<file path="src/rtl/branch_pkg.sv">
// Shared constants for the PC/branch stage: funct3 codes,
// ALU flag bit positions and trap FSM state encoding.
package branch_pkg;

  localparam logic [2:0] F3_BEQ  = 3'b000;
  localparam logic [2:0] F3_BNE  = 3'b001;
  localparam logic [2:0] F3_BLT  = 3'b100;
  localparam logic [2:0] F3_BGE  = 3'b101;
  localparam logic [2:0] F3_BLTU = 3'b110;
  localparam logic [2:0] F3_BGEU = 3'b111;

  localparam int FLAG_N = 3;
  localparam int FLAG_Z = 2;
  localparam int FLAG_C = 1;
  localparam int FLAG_V = 0;

  localparam logic ST_RUN  = 1'b0;
  localparam logic ST_TRAP = 1'b1;

endpackage

</file>
<file path="src/rtl/branch_cond.sv">
// Branch condition evaluator: funct3 plus {N,Z,C,V} of rs1-rs2
// to a single taken/not-taken condition.
module branch_cond
  import branch_pkg::*;
(
  input  logic [2:0] funct3,
  input  logic [3:0] flags,
  output logic       cond
);

  logic w_n;
  logic w_z;
  logic w_c;
  logic w_v;

  assign w_n = flags[FLAG_N];
  assign w_z = flags[FLAG_Z];
  assign w_c = flags[FLAG_C];
  assign w_v = flags[FLAG_V];

  // C is the no-borrow flag, so C=1 means rs1 >= rs2 unsigned
  always_comb begin
    cond = 1'b0;
    case (funct3)
      F3_BEQ:  cond = w_z;
      F3_BNE:  cond = ~w_z;
      F3_BLT:  cond = w_n ^ w_v;
      F3_BGE:  cond = ~(w_n ^ w_v);
      F3_BLTU: cond = ~w_c;
      F3_BGEU: cond = w_c;
      default: cond = 1'b0;
    endcase
  end

endmodule

</file>
<file path="src/rtl/pc_branch_unit.sv">
// PC stage with branch/jump resolution and misaligned-target trap.
// Define BRANCH_STATS_EN to add saturating branch counters.
module pc_branch_unit
  import branch_pkg::*;
#(
  parameter logic [31:0] RESET_VECTOR = 32'h0000_0000,
  parameter logic [31:0] TRAP_VECTOR  = 32'h0000_0100
) (
  input  logic        clk,
  input  logic        rst_n,
  input  logic        en,
  input  logic        branch,
  input  logic        jump,
  input  logic        jalr,
  input  logic [2:0]  funct3,
  input  logic [3:0]  flags,
  input  logic [31:0] imm,
  input  logic [31:0] alu_result,
  input  logic        trap_ack,
  output logic [31:0] pc,
  output logic [31:0] pc_plus4,
  output logic        taken,
  output logic        trap,
  output logic [31:0] mepc
`ifdef BRANCH_STATS_EN
  ,
  output logic [31:0] br_cnt,
  output logic [31:0] br_taken_cnt
`endif
);

  logic        r_state;
  logic [31:0] r_pc;
  logic [31:0] r_mepc;
  logic        r_trap;

  logic        w_cond;
  logic        w_run;
  logic        w_xfer;
  logic        w_mis;
  logic [31:0] w_target;
  logic        w_unused;

  branch_cond u_cond (
    .funct3 (funct3),
    .flags  (flags),
    .cond   (w_cond)
  );

  assign w_unused = alu_result[0];
  assign w_run    = (r_state == ST_RUN);
  assign w_xfer   = jalr | jump | (branch & w_cond);
  assign taken    = en & w_run & w_xfer;
  assign w_target = jalr ? {alu_result[31:1], 1'b0}
                         : r_pc + imm;
  assign w_mis    = taken & (w_target[1:0] != 2'b00);
  assign pc_plus4 = r_pc + 32'd4;

  assign pc   = r_pc;
  assign trap = r_trap;
  assign mepc = r_mepc;

  // TRAP parks the PC at the handler until acked
  always_ff @(posedge clk or negedge rst_n) begin
    if (!rst_n) begin
      r_state <= ST_RUN;
      r_pc    <= RESET_VECTOR;
      r_mepc  <= 32'd0;
      r_trap  <= 1'b0;
    end else if (r_state == ST_RUN) begin
      if (en) begin
        if (w_mis) begin
          r_pc    <= TRAP_VECTOR;
          r_mepc  <= r_pc;
          r_trap  <= 1'b1;
          r_state <= ST_TRAP;
        end else if (taken) begin
          r_pc <= w_target;
        end else begin
          r_pc <= pc_plus4;
        end
      end
    end else if (trap_ack) begin
      r_state <= ST_RUN;
      r_trap  <= 1'b0;
    end
  end

`ifdef BRANCH_STATS_EN
  logic [31:0] r_br_cnt;
  logic [31:0] r_br_taken_cnt;
  logic        w_br_commit;

  assign w_br_commit  = en & w_run & branch;
  assign br_cnt       = r_br_cnt;
  assign br_taken_cnt = r_br_taken_cnt;

  always_ff @(posedge clk or negedge rst_n) begin
    if (!rst_n) begin
      r_br_cnt       <= 32'd0;
      r_br_taken_cnt <= 32'd0;
    end else if (w_br_commit) begin
      if (r_br_cnt != 32'hFFFF_FFFF)
        r_br_cnt <= r_br_cnt + 32'd1;
      if (w_cond && r_br_taken_cnt != 32'hFFFF_FFFF)
        r_br_taken_cnt <= r_br_taken_cnt + 32'd1;
    end
  end
`endif

endmodule

</file>
<file path="config.mk">
export PLATFORM = sky130hd
export DESIGN_NAME = pc_branch_unit
export DESIGN_NICKNAME = d
export VERILOG_FILES = /design/src/rtl/branch_pkg.sv /design/src/rtl/branch_cond.sv /design/src/rtl/pc_branch_unit.sv
export SDC_FILE = /design/constraint.sdc
export NUM_CORES = 1
export LEC_CHECK = 0
export CELL_PAD_IN_SITES_DETAIL_PLACEMENT = 0
export CELL_PAD_IN_SITES_GLOBAL_PLACEMENT = 1
export CORE_MARGIN = 2
export CORE_UTILIZATION = 38
export DETAILED_ROUTE_END_ITERATION = 7
export PLACE_DENSITY = 0.86
export REMOVE_ABC_BUFFERS = 1
export SYNTH_ARGS = -nofsm -noshare
export SYNTH_HDL_FRONTEND = slang
export SYNTH_SLANG_ARGS = --single-unit
</file>
<file path="constraint.sdc">
create_clock -name clk -period 6.75 [get_ports clk]
set_input_delay 1.0125 -clock clk [delete_from_list [all_inputs] [get_ports clk]]
set_output_delay 1.0125 -clock clk [all_outputs]
set_load 0.005 [all_outputs]
</file>
=== Word level (Yosys, flattened, before mapping) ===
Index checks and enable logic that the tools add are counted.
Widths: inputs -> output; s select.

* Flip-flop bits (word level): 66
* Bits in latches: 0
* Memory bits (writable): 0
* Memory bits (read-only): 0
* Input port bits: 78
* Word-level logic and storage cells: 42
* Memories: 0

* Add/subtract/negate cells: 2
* $mul: 0
* Divide/modulo/power cells: 0
* Magnitude comparators: 0
* Equality and inequality tests: 6
* Shift operators: 0
* Multiplexer cells: 12
* Bitwise gates (word level): 11
* Reduce and logical (&&, ||, !) cells: 7

{| class="wikitable"
|+ Operators by type and width
! cell !! count
|-
| $mux 32 || 3
|-
| $add 32x3->32 const B || 1
|-
| $add 32x32->32 || 1
|-
| $eq 3x3->1 const B || 4
|-
| $mux 1 || 8
|-
| $pmux 1 s6 || 1
|-
| $reduce_and 3->1 || 2
|-
| $reduce_bool 2->1 || 3
|-
| $and 1x1->1 || 4
|-
| $not 1->1 || 4
|-
| $eq 3x1->1 const B || 1
|-
| $logic_not 3->1 || 1
|-
| $ne 2x2->1 const B || 1
|-
| $or 1x1->1 || 2
|-
| $reduce_and 2->1 || 1
|-
| $xor 1x1->1 || 1
|}

=== Longest topological paths before layout ===
* Depth after elaboration: 10
* Mapped depth: 11

=== Hierarchy ===
A second synthesis with hierarchy kept.

* Cells, all modules: 724
* Area total of the unflattened synthesis: 5718.0 µm²

{| class="wikitable"
|+ By module, submodules not included
! module !! instances !! cells each !! area an instance (µm²) !! seq. area each (µm²)
|-
| pc_branch_unit || 1 || 714 || 5650.4 || 1651.6
|-
| branch_cond || 1 || 10 || 67.6 || 0.0
|}

=== Least setup slack after synthesis ===
Ideal clock, no wire load.

* Path type: input port to flip-flop
* Start point: in imm[0]
* End point: reg r_pc[24] (netlist: pc[24])
* Library setup time: 82 ps
* Arrival: 3200 ps
* Data required time: 6668 ps
* Slack: 3469 ps
* Stages: 11
* Path buffers: 0
* Cells stage by stage: ha_1 -> inv_1 -> fa_1 -> nor2b_1 -> o31a_1 -> o41a_1 -> a211oi_2 -> nor3b_1 -> a311oi_1 -> mux2_1 -> a31oi_1

* Word-level cells in the longest chain between the ends: 5
* Elaborated cells between the ends (all ways): 6
* Those cells by class: add/sub (1); mux (3); bitwise (1); reduce/logical (1)

{| class="wikitable"
|+ RTL lines
! what !! line !! text
|-
| start, declared || pc_branch_unit.sv:17 || <nowiki>input logic [31:0] imm,</nowiki>
|-
| $add 32x32->32 (*) || pc_branch_unit.sv:55 || <nowiki>: r_pc + imm;</nowiki>
|-
| $mux 32 (*) || pc_branch_unit.sv:54 || <nowiki>assign w_target = jalr ? {alu_result[31:1], 1'b0}</nowiki>
|-
| $reduce_bool 2->1 || pc_branch_unit.sv:56 || <nowiki>assign w_mis = taken & (w_target[1:0] != 2'b00);</nowiki>
|-
| $and 1x1->1 || pc_branch_unit.sv:56 ||
|-
| $mux 32 (*) || pc_branch_unit.sv:72 || <nowiki>if (w_mis) begin</nowiki>
|-
| end signal, assigned || pc_branch_unit.sv:78 || <nowiki>r_pc <= w_target;</nowiki>
|-
| end signal, assigned || pc_branch_unit.sv:80 || <nowiki>r_pc <= pc_plus4;</nowiki>
|-
| end, declared || pc_branch_unit.sv:33 || <nowiki>logic [31:0] r_pc;</nowiki>
|}

Mark *: on every way between the ends. The rest lies on a longest branch, timed or not.
A chain may end at the register's enable or synchronous reset.

=== Worst setup path in the final report ===
* Start point: in jalr
* End point: reg r_pc[31] (netlist: pc[31])

* Word-level cells in the longest chain between the ends: 5
* Elaborated cells between the ends (all ways): 8
* Those cells by class: mux (3); bitwise (4); reduce/logical (1)

{| class="wikitable"
|+ RTL lines
! what !! line !! text
|-
| start, declared || pc_branch_unit.sv:14 || <nowiki>input logic jalr,</nowiki>
|-
| $or 1x1->1 (2 in series) || pc_branch_unit.sv:52 || <nowiki>assign w_xfer = jalr | jump | (branch & w_cond);</nowiki>
|-
| $and 1x1->1 || pc_branch_unit.sv:53 || <nowiki>assign taken = en & w_run & w_xfer;</nowiki>
|-
| $mux 32 / $and 1x1->1 (equally long branches) || pc_branch_unit.sv:77, pc_branch_unit.sv:56 ||
|-
| $mux 32 (*) || pc_branch_unit.sv:72 ||
|}

Marks and branches as above.

==> impl_metrics.ini <==
[route]
wl_um = 19600
wl_per_cell_um = 19.8
drt-vias-per-instance = 5.74
drtPass1Iterations = 5
drc = 0
route.vias.total = 5675
detail_route.iter0.violations = 310
antenna_violating_nets_post_route = 0

[sta]
period_share = 0.663
slew-limit-headroom = 0.304
setup_total_negative_slack_ns = 0
worst-slew-pin-transition_ns = 1.04
slew_viol_final = 0
setup_violations = 0
clock.fmax_mhz = 223
setup_repair_after_global_routing_missed_its_margin = false
timing.final.crit_period_ns = 4.48
hold_viol_final = 0
skew_ns = 0.00876

[cells_and_area]
multiInputGateArea_um2 = 3700
mostFrequentLayoutCell = sky130_fd_sc_hd__clkdlybuf4s50_1
final_cell_mix = 173 x sky130_fd_sc_hd__clkdlybuf4s50_1, 66 x sky130_fd_sc_hd__dfrtp_1, 60 x sky130_fd_sc_hd__nor2_1
finalNetCount = 911
insertedDiodeCount = 0
area.sequential_um2 = 1650
layout.core_utilization = 0.535
filler_cell_count = 1361
area_delta_synth_final_pct = 39.1
drive_above_1_share = 0.102

[global_routing]
grt_antenna_before_repair = 0
wire_length_of_the_first_global_routing_pass_um = 30900
grt_usage = 0.246
globalRoute.totalOverflow = 0
grt_max_degree = 67
first_global_vias = 5793

[floorplan]
placeableCoreArea_um2 = 14400
fp.dieArea_um2 = 15600
die_width_um = 125
initial_core_util = 0.385
rows = 44
chip_height_um = 125
top_level_ports = 176

[critical_path]
critPathLaunchType = input port
reg2reg_setup_slack_ns = 3.36
worst_setup_path_endpoint = pc[31]$_DFFE_PN0P_
worst_ep_arrival_time_ns = 4.75
cp_data_required_time_ns = 7.02
crit_startpoint = jalr
timing.critical_path.fanout_max = 32
regToRegEndpoint = pc[30]$_DFFE_PN0P_
reg2regPathDepth = 11
timing_worst_setup_path_type = in2reg
critPathCaptureType = flip-flop
timing.rr.start = pc[0]$_DFFE_PN0P_

[clock_network]
numCtsBuffers = 9
cts_max_level = 3
clock_sink_count = 66
clock_tree.root_cell = sky130_fd_sc_hd__clkbuf_16
setup_buffers_after_cts = 0
hold_bufs_at_cts = 0
clock_path_buffers = 2
cts_tree = built
clock_insertion_delay_worst_skew_ns = 0.34
clk_pin_slew_ns = 0.06
cts-resized-gates = 0

[synth]
synth_flop_cell = sky130_fd_sc_hd__dfrtp_1
synth.cell_area_um2 = 5550
adder_cell_share_of_the_synthesized_area = 0.0757
synth-edff-count = 0
synth.distinct_cells = 80
postSynthCellCount = 640
postSynth.asyncResetShare = 1.00
post_synth_main_area_contributors = sky130_fd_sc_hd__dfrtp_1 30%, sky130_fd_sc_hd__ha_1 7.2%, sky130_fd_sc_hd__mux2_2 6.9%
cell_type_contributing_the_most_total_cell_area_after_synthesis = sky130_fd_sc_hd__dfrtp_1
synth_xor_area_frac = 0.0755
synth.yosys.seq_area_share = 0.297
dominant_combinational_cell_family_by_area_after_synthesis = compound AO/OA/AOI/OAI gates
compound_cell_area_share_of_the_yosys_netlist = 0.233
yosys.area.top_type_share = 0.297
ys.warnings.count = 0
post_synth.cell_area_avg_um2 = 8.68
post_synth_and_or_nand_nor_area_fraction = 0.198
postSynthRegisterBits = 66
muxShareOfSynthArea = 0.0818

[run]
maxCapViolCount = 0

[hold_path]
holdCritPathClass = reg2reg

[placed_design]
numPortBuffers = 174
gp_congestion = 0.919
place.detailed.hpwl_um = 14600

[power_and_ir_drop]
vdd_ir_max_v = 0.000166
pwr_density_cell_nw_per_um2 = 317
power_leakage_nw = 3.20

[outcome]
run_status = finished, final reports clean
## layer usage
| metal | up-vias | wire, um | track usage |
|---|---|---|---|
| met5 | - | 0 | 0 |
| met4 | 0 | 429 | 0.0739 |
| met3 | 32 | 1330 | 0.0468 |
| met2 | 230 | 9300 | 0.406 |
| met1 | 2721 | 8530 | 0.329 |
| li1 | 2692 | - | - |
## how the worst min path moves through the flow
stage / from / depth (start not counted) / slack, ns / endpoint
after floorplan: trap$_DFFE_PN0P_ / 1 / 0.47 / trap$_DFFE_PN0P_
after global placement: trap$_DFFE_PN0P_ / 1 / 0.46 / trap$_DFFE_PN0P_
after detailed placement: trap$_DFFE_PN0P_ / 1 / 0.47 / trap$_DFFE_PN0P_
after CTS: trap$_DFFE_PN0P_ / 1 / 0.48 / trap$_DFFE_PN0P_
after global routing: trap$_DFFE_PN0P_ / 1 / 0.52 / trap$_DFFE_PN0P_
final: trap$_DFFE_PN0P_ / 1 / 0.48 / trap$_DFFE_PN0P_
## power breakdown
group / internal (W) / switching, W / leakage (nW)
registers: 0.000525 / 0.000177 / 0.834
clock network: 0.000270 / 0.000195 / 0.138
logic: 0.000714 / 0.000571 / 2.23
total: 0.00151 / 0.000942 / 3.20
## metrics by stage
| step | hold slack (ns) | area, um2 | worst slack [ns] | total power (W) | instances |
|---|---|---|---|---|---|
| final | 0.478 | 7720 | 2.27 | 0.00245 | 989 |
| after global routing | 0.524 | 7720 | 2.03 | 0.00260 | 989 |
| after CTS | 0.483 | 7720 | 2.31 | 0.00246 | 989 |
| after detailed placement | 0.469 | 7430 | 1.99 | 0.00198 | 973 |
| after global placement | 0.462 | 7430 | 2.01 | 0.00196 | 973 |
| after floorplan | 0.474 | 5400 | 2.05 | 0.00133 | 609 |
## layout make-up
cell class | count | area share
inverters | 17 | 0.00826
multi-input cells | 526 | 0.480
flip-flops and latches | 66 | 0.214
clock buffers | 11 | 0.0327
well taps | 184 | 0.0298
clock inverters | 5 | 0.00486
repair buffers | 180 | 0.231
## cells in the mapped netlist, types with 5 or more instances
cell and instances:
sky130_fd_sc_hd__nor3_1 15, sky130_fd_sc_hd__nand2b_1 7, sky130_fd_sc_hd__nand3_1 26, sky130_fd_sc_hd__a31oi_1 6, sky130_fd_sc_hd__o22ai_1 8, sky130_fd_sc_hd__nor2b_1 10, sky130_fd_sc_hd__clkbuf_1 17, sky130_fd_sc_hd__inv_1 16
sky130_fd_sc_hd__and2_1 6, sky130_fd_sc_hd__a21o_1 17, sky130_fd_sc_hd__buf_2 9, sky130_fd_sc_hd__mux2_2 34, sky130_fd_sc_hd__nand4_1 8, sky130_fd_sc_hd__and3_1 6, sky130_fd_sc_hd__mux2i_1 6, sky130_fd_sc_hd__ha_1 32
sky130_fd_sc_hd__nor2_1 61, sky130_fd_sc_hd__dfrtp_1 66, sky130_fd_sc_hd__xor2_1 18, sky130_fd_sc_hd__and4_1 5, sky130_fd_sc_hd__xnor2_1 28, sky130_fd_sc_hd__o21a_1 5, sky130_fd_sc_hd__o21ai_0 38, sky130_fd_sc_hd__a21oi_1 41
sky130_fd_sc_hd__a211oi_1 10, sky130_fd_sc_hd__nand2_1 50
## kinds of logic after synthesis
kind of cell,count (synthesis)
compound gates,189
simple gates,216
fa+ha+maj,33
flops,66
mux,41
xor+xnor,47
buf+inv,48
## flip-flops by register name, indices dropped and copies added (netlist names)
signal and flops:
mepc 32, pc 32, r_state 1, trap 1
## worst max-delay path, cell delays in order
cell	delay [ns]
sky130_fd_sc_hd__clkdlybuf4s50_1	0.46
sky130_fd_sc_hd__buf_4	0.37
sky130_fd_sc_hd__clkinv_1	0.73
sky130_fd_sc_hd__nor2_1	0.57
sky130_fd_sc_hd__nor2_1	0.29
sky130_fd_sc_hd__nor2_1	0.37
sky130_fd_sc_hd__buf_4	0.28
sky130_fd_sc_hd__nand3_1	0.22
sky130_fd_sc_hd__nor3_1	0.25
sky130_fd_sc_hd__mux2i_1	0.09
sky130_fd_sc_hd__nand2_1	0.06
Power figures use the tool's default switching activity.
